## src/rtl/i_fetch_q_if.sv

```systemverilog
// rtl/i_fetch_q_if.sv - fetch-stage bundle: imem port, redirect/stall control, queue head outputs
interface i_fetch_q_if #(
    parameter int WIDTH = 32,
    parameter int DEPTH = 4
);
    logic [WIDTH-1:0]           imem_addr;
    logic [WIDTH-1:0]           imem_instr;
    logic                       redirect;
    logic [WIDTH-1:0]           target;
    logic                       stall;
    logic                       out_valid;
    logic [WIDTH-1:0]           out_instr;
    logic [WIDTH-1:0]           out_pc_plus_four;
    logic [$clog2(DEPTH+1)-1:0] occupancy;
    logic [WIDTH-1:0]           fetch_pc;

    modport slave (
        output imem_addr, out_valid, out_instr, out_pc_plus_four, occupancy, fetch_pc,
        input  imem_instr, redirect, target, stall
    );

    modport master (
        input  imem_addr, out_valid, out_instr, out_pc_plus_four, occupancy, fetch_pc,
        output imem_instr, redirect, target, stall
    );
endinterface

```

## src/rtl/i_fetch_q.sv

```systemverilog
// rtl/i_fetch_q.sv - instruction fetch stage with a DEPTH-entry prefetch queue
module i_fetch_q #(
    parameter int               WIDTH     = 32,
    parameter int               DEPTH     = 4,
    parameter logic [WIDTH-1:0] RESET_PC  = '0,
    parameter logic [WIDTH-1:0] PC_STEP   = WIDTH'(4),
    parameter logic [WIDTH-1:0] NOP_INSTR = '0
) (
    input  logic       clk,
    input  logic       reset,
    i_fetch_q_if.slave bus
);
    localparam int PW = $clog2(DEPTH);
    localparam int CW = $clog2(DEPTH + 1);
    localparam logic [CW-1:0] DEPTH_C = CW'(DEPTH);

    logic [WIDTH-1:0] pc_q, pc_d;
    logic [PW-1:0]    rd_ptr_q, rd_ptr_d;
    logic [PW-1:0]    wr_ptr_q, wr_ptr_d;
    logic [CW-1:0]    count_q, count_d;

    // Queue storage is deliberately not reset; out_valid gates every read.
    logic [WIDTH-1:0] instr_q [DEPTH];
    logic [WIDTH-1:0] ppf_q   [DEPTH];

    logic             valid;
    logic             pop;
    logic             push;
    logic [WIDTH-1:0] pc_next_seq;

    always_comb begin
        valid       = (count_q != '0);
        pop         = valid & ~bus.stall;
        push        = ~bus.redirect & ((count_q != DEPTH_C) | pop);
        pc_next_seq = pc_q + PC_STEP;

        pc_d     = pc_q;
        rd_ptr_d = rd_ptr_q;
        wr_ptr_d = wr_ptr_q;
        count_d  = count_q;

        if (bus.redirect) begin
            // A head popped this cycle is still taken by decode; everything else is dropped.
            pc_d     = bus.target;
            rd_ptr_d = '0;
            wr_ptr_d = '0;
            count_d  = '0;
        end else begin
            if (pop) begin
                rd_ptr_d = rd_ptr_q + PW'(1);
            end
            if (push) begin
                wr_ptr_d = wr_ptr_q + PW'(1);
                pc_d     = pc_next_seq;
            end
            case ({push, pop})
                2'b10:   count_d = count_q + CW'(1);
                2'b01:   count_d = count_q - CW'(1);
                default: count_d = count_q;
            endcase
        end
    end

    always_ff @(posedge clk) begin
        if (reset) begin
            pc_q     <= RESET_PC;
            rd_ptr_q <= '0;
            wr_ptr_q <= '0;
            count_q  <= '0;
        end else begin
            pc_q     <= pc_d;
            rd_ptr_q <= rd_ptr_d;
            wr_ptr_q <= wr_ptr_d;
            count_q  <= count_d;
        end
    end

    always_ff @(posedge clk) begin
        if (!reset && push) begin
            instr_q[wr_ptr_q] <= bus.imem_instr;
            ppf_q[wr_ptr_q]   <= pc_next_seq;
        end
    end

    always_comb begin
        bus.imem_addr        = pc_q;
        bus.fetch_pc         = pc_q;
        bus.occupancy        = count_q;
        bus.out_valid        = valid;
        bus.out_instr        = valid ? instr_q[rd_ptr_q] : NOP_INSTR;
        bus.out_pc_plus_four = valid ? ppf_q[rd_ptr_q] : '0;
    end
endmodule

```

## src/flat_wrapper.sv

```systemverilog
// flat-port wrapper written by rule: the top's interface ports become plain ports
module i_fetch_q_flat 
#(
    parameter int               WIDTH     = 32,
    parameter int               DEPTH     = 4,
    parameter logic [WIDTH-1:0] RESET_PC  = '0,
    parameter logic [WIDTH-1:0] PC_STEP   = WIDTH'(4),
    parameter logic [WIDTH-1:0] NOP_INSTR = '0
)
  (clk, reset, bus_imem_addr, bus_out_valid, bus_out_instr, bus_out_pc_plus_four, bus_occupancy, bus_fetch_pc, bus_imem_instr, bus_redirect, bus_target, bus_stall);
  i_fetch_q_if #(.WIDTH(WIDTH), .DEPTH(DEPTH)) bus_i ();
  input  logic clk;
  input  logic reset;
  output wire logic [$bits(bus_i.imem_addr)-1:0] bus_imem_addr;
  output wire logic [$bits(bus_i.out_valid)-1:0] bus_out_valid;
  output wire logic [$bits(bus_i.out_instr)-1:0] bus_out_instr;
  output wire logic [$bits(bus_i.out_pc_plus_four)-1:0] bus_out_pc_plus_four;
  output wire logic [$bits(bus_i.occupancy)-1:0] bus_occupancy;
  output wire logic [$bits(bus_i.fetch_pc)-1:0] bus_fetch_pc;
  input wire logic [$bits(bus_i.imem_instr)-1:0] bus_imem_instr;
  input wire logic [$bits(bus_i.redirect)-1:0] bus_redirect;
  input wire logic [$bits(bus_i.target)-1:0] bus_target;
  input wire logic [$bits(bus_i.stall)-1:0] bus_stall;
  assign bus_imem_addr = bus_i.imem_addr;
  assign bus_out_valid = bus_i.out_valid;
  assign bus_out_instr = bus_i.out_instr;
  assign bus_out_pc_plus_four = bus_i.out_pc_plus_four;
  assign bus_occupancy = bus_i.occupancy;
  assign bus_fetch_pc = bus_i.fetch_pc;
  assign bus_i.imem_instr = bus_imem_instr;
  assign bus_i.redirect = bus_redirect;
  assign bus_i.target = bus_target;
  assign bus_i.stall = bus_stall;
  i_fetch_q #(.WIDTH(WIDTH), .DEPTH(DEPTH), .RESET_PC(RESET_PC), .PC_STEP(PC_STEP), .NOP_INSTR(NOP_INSTR)) u_core (.clk(clk), .reset(reset), .bus(bus_i));
endmodule
```

## config.mk

```make
export PLATFORM = sky130hd
export DESIGN_NAME = i_fetch_q_flat
export DESIGN_NICKNAME = d
export VERILOG_FILES = /design/src/rtl/i_fetch_q_if.sv /design/src/rtl/i_fetch_q.sv /design/src/flat_wrapper.sv
export SDC_FILE = /design/constraint.sdc
export NUM_CORES = 1
export LEC_CHECK = 0
export ABC_AREA = 1
export CORE_ASPECT_RATIO = 1.1
export CORE_MARGIN = 1
export CORE_UTILIZATION = 58
export CTS_CLUSTER_DIAMETER = 60
export DETAILED_ROUTE_END_ITERATION = 16
export PLACE_DENSITY = 0.85
export SLEW_MARGIN = 20
export SYNTH_ARGS = -nofsm -noshare
export SYNTH_HDL_FRONTEND = slang
export SYNTH_SLANG_ARGS = --single-unit
```

## constraint.sdc

```tcl
create_clock -name clk -period 9.46 [get_ports clk]
set_clock_uncertainty 0.2 [all_clocks]
set_input_delay 1.892 -clock clk [delete_from_list [all_inputs] [get_ports clk]]
set_output_delay 1.892 -clock clk [all_outputs]
set_load 0.005 [all_outputs]
```

# Word level (Yosys, flattened, before mapping)
# Memories as Yosys holds them, arrays and structs flattened. A register that Yosys moved wholly into a read port is not among the register bits.
# Index checks and enable logic that the tools add are counted.
# totals
regBits	39
input_bits	68
n_memories	2
ramBits	256
# memory_table
name	depth	width	rd	rd_clocked_by_memory_dff	wr	line	text
u_core.instr_q	4	32	1	1	1	i_fetch_q.sv:23	logic [WIDTH-1:0] instr_q [DEPTH];
u_core.ppf_q	4	32	1	1	1	i_fetch_q.sv:24	logic [WIDTH-1:0] ppf_q [DEPTH];
# op_classes
n_bitwise	5
n_reduce_logical	6
muxes	11
addsub	5
n_eq_ne	3
# op_table
cell	n
$mux W32	4
$add A32 B3 Y32 const B	1
$mux W2	4
$pmux W3 S2	1
$add A2 B1 Y2 const B	2
$reduce_bool A2 Y1	2
$add A3 B1 Y3 const B	1
$ne A3 B3 Y1 const B	1
$reduce_bool A3 Y1	1
$sub A3 B1 Y3 const B	1
$and A1 B1 Y1	2
$eq A2 B1 Y1 const B	1
$eq A2 B2 Y1 const B	1
$mux W1	2
$not A1 Y1	2
$reduce_or A2 Y1	1
$logic_and A1 B1 Y1	1
$logic_not A1 Y1	1
$or A1 B1 Y1	1

# Logic depth before layout (Yosys ltp)
# depth
ltp_word	7
depth_mapped	11
ltp_nobuf	11

# Worst setup path before layout
# OpenSTA, ideal clock, no wires.
# synth_timing
path_kind	in2reg
from	input bus_redirect
to	memory u_core.instr_q[0][0] (enable)
required_ns	8.774
cell_stages	6
path_buffers	1
arrival_ns	5.316
slack_ns	3.458
path_cell_list	buf_2 -> nor2_4 -> inv_1 -> nor2_2 -> inv_1 -> nor2_1
# synth_between
elab_chain_cells	5
# synth_lines
element	line	text
start, declared	flat_wrapper.sv:21	input wire logic [$bits(bus_i.redirect)-1:0] bus_redirect;
$not A1 Y1	i_fetch_q.sv:34	push = ~bus.redirect & ((count_q != DEPTH_C) | pop);
$and A1 B1 Y1	i_fetch_q.sv:34	
$logic_and A1 B1 Y1	i_fetch_q.sv:79	if (!reset && push) begin
$mux W1	i_fetch_q.sv:79	
$mux W1 (implied by the code)	i_fetch_q.sv:80	instr_q[wr_ptr_q] <= bus.imem_instr;
end, declared	i_fetch_q.sv:23	
# No other way between the ends.

==> results by stage <==
Clocking:
- The post-cts resize count is 0.
- The clock-pin transition on the worst setup and hold timing paths is 60 ps.
- In this run the number of H-tree levels came out at 1.
- The buffer cell driving the clock tree root is sky130_fd_sc_hd__clkbuf_16.
- The later pin in the worst-skew pair is clocked with a latency of approximately 540 ps.
- The clock tree from TritonCTS is yes.
- The number of buffers added for setup after CTS is 0.
- The CTS sink count is roughly 300.
- In this run, CTS created clock tree buffers numbering 29.
- No sink is reached through more buffers than the 3 on the longest clock path.
- Buffers inserted to repair hold after CTS numbered 0.

Synth:
- The synthesized design spends more area on one cell type than any other, namely sky130_fd_sc_hd__edfxtp_1.
- After synthesis, the cell types taking the most area are sky130_fd_sc_hd__edfxtp_1 60%, sky130_fd_sc_hd__nor2_1 8.7%, sky130_fd_sc_hd__dfxtp_1 6.4%.
- In the synthesized netlist, the number of instances is roughly 1200.
- Counting every net in the synthesized netlist gives approximately 1300.
- The per-instance average area after synthesis is 10.6 um2.
- The synthesized design contains 256 enable-type register cells.
- By instance count, the leading cell after synthesis is sky130_fd_sc_hd__nor2_1.
- Counting flops and latches in the post-synthesis netlist gives 297.
- By count the netlist is led by 294 x sky130_fd_sc_hd__nor2_1, 256 x sky130_fd_sc_hd__edfxtp_1, 144 x sky130_fd_sc_hd__o21ai_0.
- Summing every instance area after synthesis gives approximately 13000 um2.
- The proportion of netlist area held by the largest area contributor is 60.3%.
- The share of synthesized area occupied by flip-flops and latches is roughly two thirds.
- After synthesis, the share of flip-flops with an asynchronous set or reset is 0%.
- The synthesized netlist contains 32 unique library cells.
- The most used flip-flop cell after synthesis is sky130_fd_sc_hd__edfxtp_1.
- For this run, the number of Yosys warnings is 0.

STA:
- Once routing completed, OpenROAD measured the worst setup slack at ~3700 ps.
- The maximum clock rate is 0.175 GHz.
- The worst-margin pin slew is 945 ps.
- Dividing the final minimum period by the clock period gives between 60% and 70%.
- The final number of max-transition violations is 0.
- Setup repair after global routing left no endpoint under its margin.
- The number of failing hold endpoints at the final stage came to 0.
- The accumulated negative setup slack is 0 ps.
- Measured against its own limit, the worst slew margin works out to 37.0%.
- The final critical path time including I/O delays and setup is 5710 ps.
- Setup violations remaining at the end of the flow were counted as 0.

Placement:
- The number of placed cells counting well taps is 1611.
- The placement-stage cell area is 14700 um2.
- After legalization and detailed placement, the total HPWL measured 17700 um.
- The final weighted congestion of routability-driven global placement is 0.912.
- In this run the tool buffered the top-level ports with approximately 200 buffer cells.
- The worst-case setup slack after placement is 4140 ps.

Floorplan:
- The floorplan has 56 rows.
- 200 I/O pins were placed.
- The height of the die is 158 um.
- The chip width is 143 um.
- The die covers 22600 um2.
- The area inside the core boundary is 21400 um2.
- Once the floorplan was initialized, standard cells occupied 59.5% of the core.

Layout:
- 0 antenna diodes ended up in the layout.
- The net total in the final layout is between 1000 and 1500.
- The area occupied by multi-input gates is 3550 um2.
- The share of post-route cells with drive strength above 1 is 6.33%.
- The post-route non-filler standard cell count is 1664.
- Relative to the synthesized area, the layout overhead comes to 22.2%.
- The register area is 8510 um2.
- Fill cells in the final layout number 1495.
- The summed area of non-filler cells in the final layout is 15600 um2.

Hold path:
- The origin of the worst min-delay path is u_core.rd_ptr_q[1].
- Counting instances, the worst hold path has a depth of 2.
- The min-delay analysis places its worst path in the category reg2reg.

Setup path:
- Of all nets on the critical path, the largest fanout is 72.
- The largest individual stage delay along the critical path comes from the cell sky130_fd_sc_hd__clkinv_2.
- The required time at the worst-slack endpoint is 7370 ps.
- The worst setup path is of the reg2out kind.
- The data arrival time of the worst path is 3620 ps.
- The startpoint identified for the worst register-to-register timing path is u_core.bus.occupancy[0].
- The number of cell instances on the worst register-to-register path is 7.
- The nature of the critical path endpoint is an output pin.
- The signal on the critical path passes through clkinv_2 > buf_4 > o21ai_0 > a21oi_1 > clkdlybuf4s50_1.
- The delay of the slowest cell on the worst path is 740 ps.
- STA classifies the critical path startpoint as a flip-flop.

Route:
- In the routed layout, each cell is associated on average with a via count of ~5.6.
- The count of antenna-violating nets left after detailed routing is 0.
- Summed over all layers, the routed wires come to 29800 um.
- Summing over every cut layer, the via total after detailed routing is 9250.
- Dividing the detail-routed wire length by the instance count gives 17.9 um.
- The pre-antenna-repair detailed-routing pass consisted of 7 iterations.
- The count of routing violations after the opening detailed-route iteration is 691.
- The final routed DRC violation total is 0.

Global route:
- The pin count of the biggest net entering global routing is 75.
- Global routing consumed, over all layers together, a little over a quarter of the routing resources.
- The via count of the first global-routing pass was 9101.
- The global route total overflow is 0.
- The first global-routing pass estimated 45700 um of wire.
- The initial antenna violation count is 0.

Flow run:
- Across the run, the number of max-cap violations was 0.

Power and ir drop:
- The worst IR drop on VDD is 0.146 mV.
- The total power after layout is 0.00279 W.
- The analysis attributes to cell leakage a power of 5.40 nW.
- In this run the power density over the cells is 179 nW/um2.

Status:
- The flow ran to the end, and the final reports show no timing, DRC or antenna violations.
critical path, delay by kind of cell (launching register included):
family | cells | cell delay [ps]
buf+inv | 3 | 1810
flops | 1 | 730
compound gates | 2 | 460
cell families after synthesis:
logic type | synth area share, %
buf+inv | 5.64
xor+xnor | 1.09
compound gates | 10.5
simple gates | 15.3
flops | 66.7
fa+ha+maj | 0.648
layer usage:
metal | track usage, % | wire length, um | vias up
met5 | 0 | 0 | -
met4 | 9.22 | 764 | 0
met3 | 3.59 | 2130 | 58
met2 | 46.5 | 15100 | 395
met1 | 33.2 | 11800 | 4430
li1 | - | - | 4367
layout make-up:
type | count | share of cell area [%]
Clock inverter | 18 | 0.771
Clock buffer | 35 | 4.80
Inverter | 57 | 1.40
Tap cell | 290 | 2.33
Sequential cell | 297 | 54.6
Timing Repair Buffer | 209 | 13.3
Multi-Input combinational cell | 758 | 22.8
worst paths after layout:
kind	endpoint	slack, ps
max	bus_out_pc_plus_four[5]	3750
min	flip-flop	290
max reg2reg	u_core.instr_q[1][8]	6660
min reg2reg	flip-flop	290
where the power goes:
part	switching, W	leakage [nW]	internal (W)
Sequential	0.0000243	2.67	0.00146
Combinational	0.000125	2.31	0.000118
Clock	0.000471	0.422	0.000590
Total	0.000620	5.40	0.00217
registers in the layout, indices dropped and copies added (netlist names), named ones only:
register / cells
u_core.rd_ptr_q: 2
u_core.ppf_q: 128
u_core.instr_q: 128
u_core.wr_ptr_q: 2
u_core.bus.occupancy: 3
u_core.bus.fetch_pc: 32
through the flow:
stage | hold slack (ps) | utilization (%)
3_3_place_gp | 254 | 68.6
3_5_place_dp | 264 | 68.6
6_report | 293 | 72.7
5_1_grt | 323 | 72.7
2_1_floorplan | 236 | -
4_1_cts | 281 | 72.7
cells in the final DEF, fill, tap and decap left out, types with 15 or more instances in the layout:
cell type	Yosys	routed
sky130_fd_sc_hd__a21oi_1	87	87
sky130_fd_sc_hd__a22oi_1	15	15
sky130_fd_sc_hd__clkbuf_16	0	29
sky130_fd_sc_hd__clkdlybuf4s50_1	0	199
sky130_fd_sc_hd__dfxtp_1	41	39
sky130_fd_sc_hd__edfxtp_1	256	256
sky130_fd_sc_hd__inv_1	54	53
sky130_fd_sc_hd__nand2_1	127	127
sky130_fd_sc_hd__nand3_1	22	22
sky130_fd_sc_hd__nor2_1	294	290
sky130_fd_sc_hd__o21ai_0	144	144
Note: power is estimated with default switching activity, not from simulation.
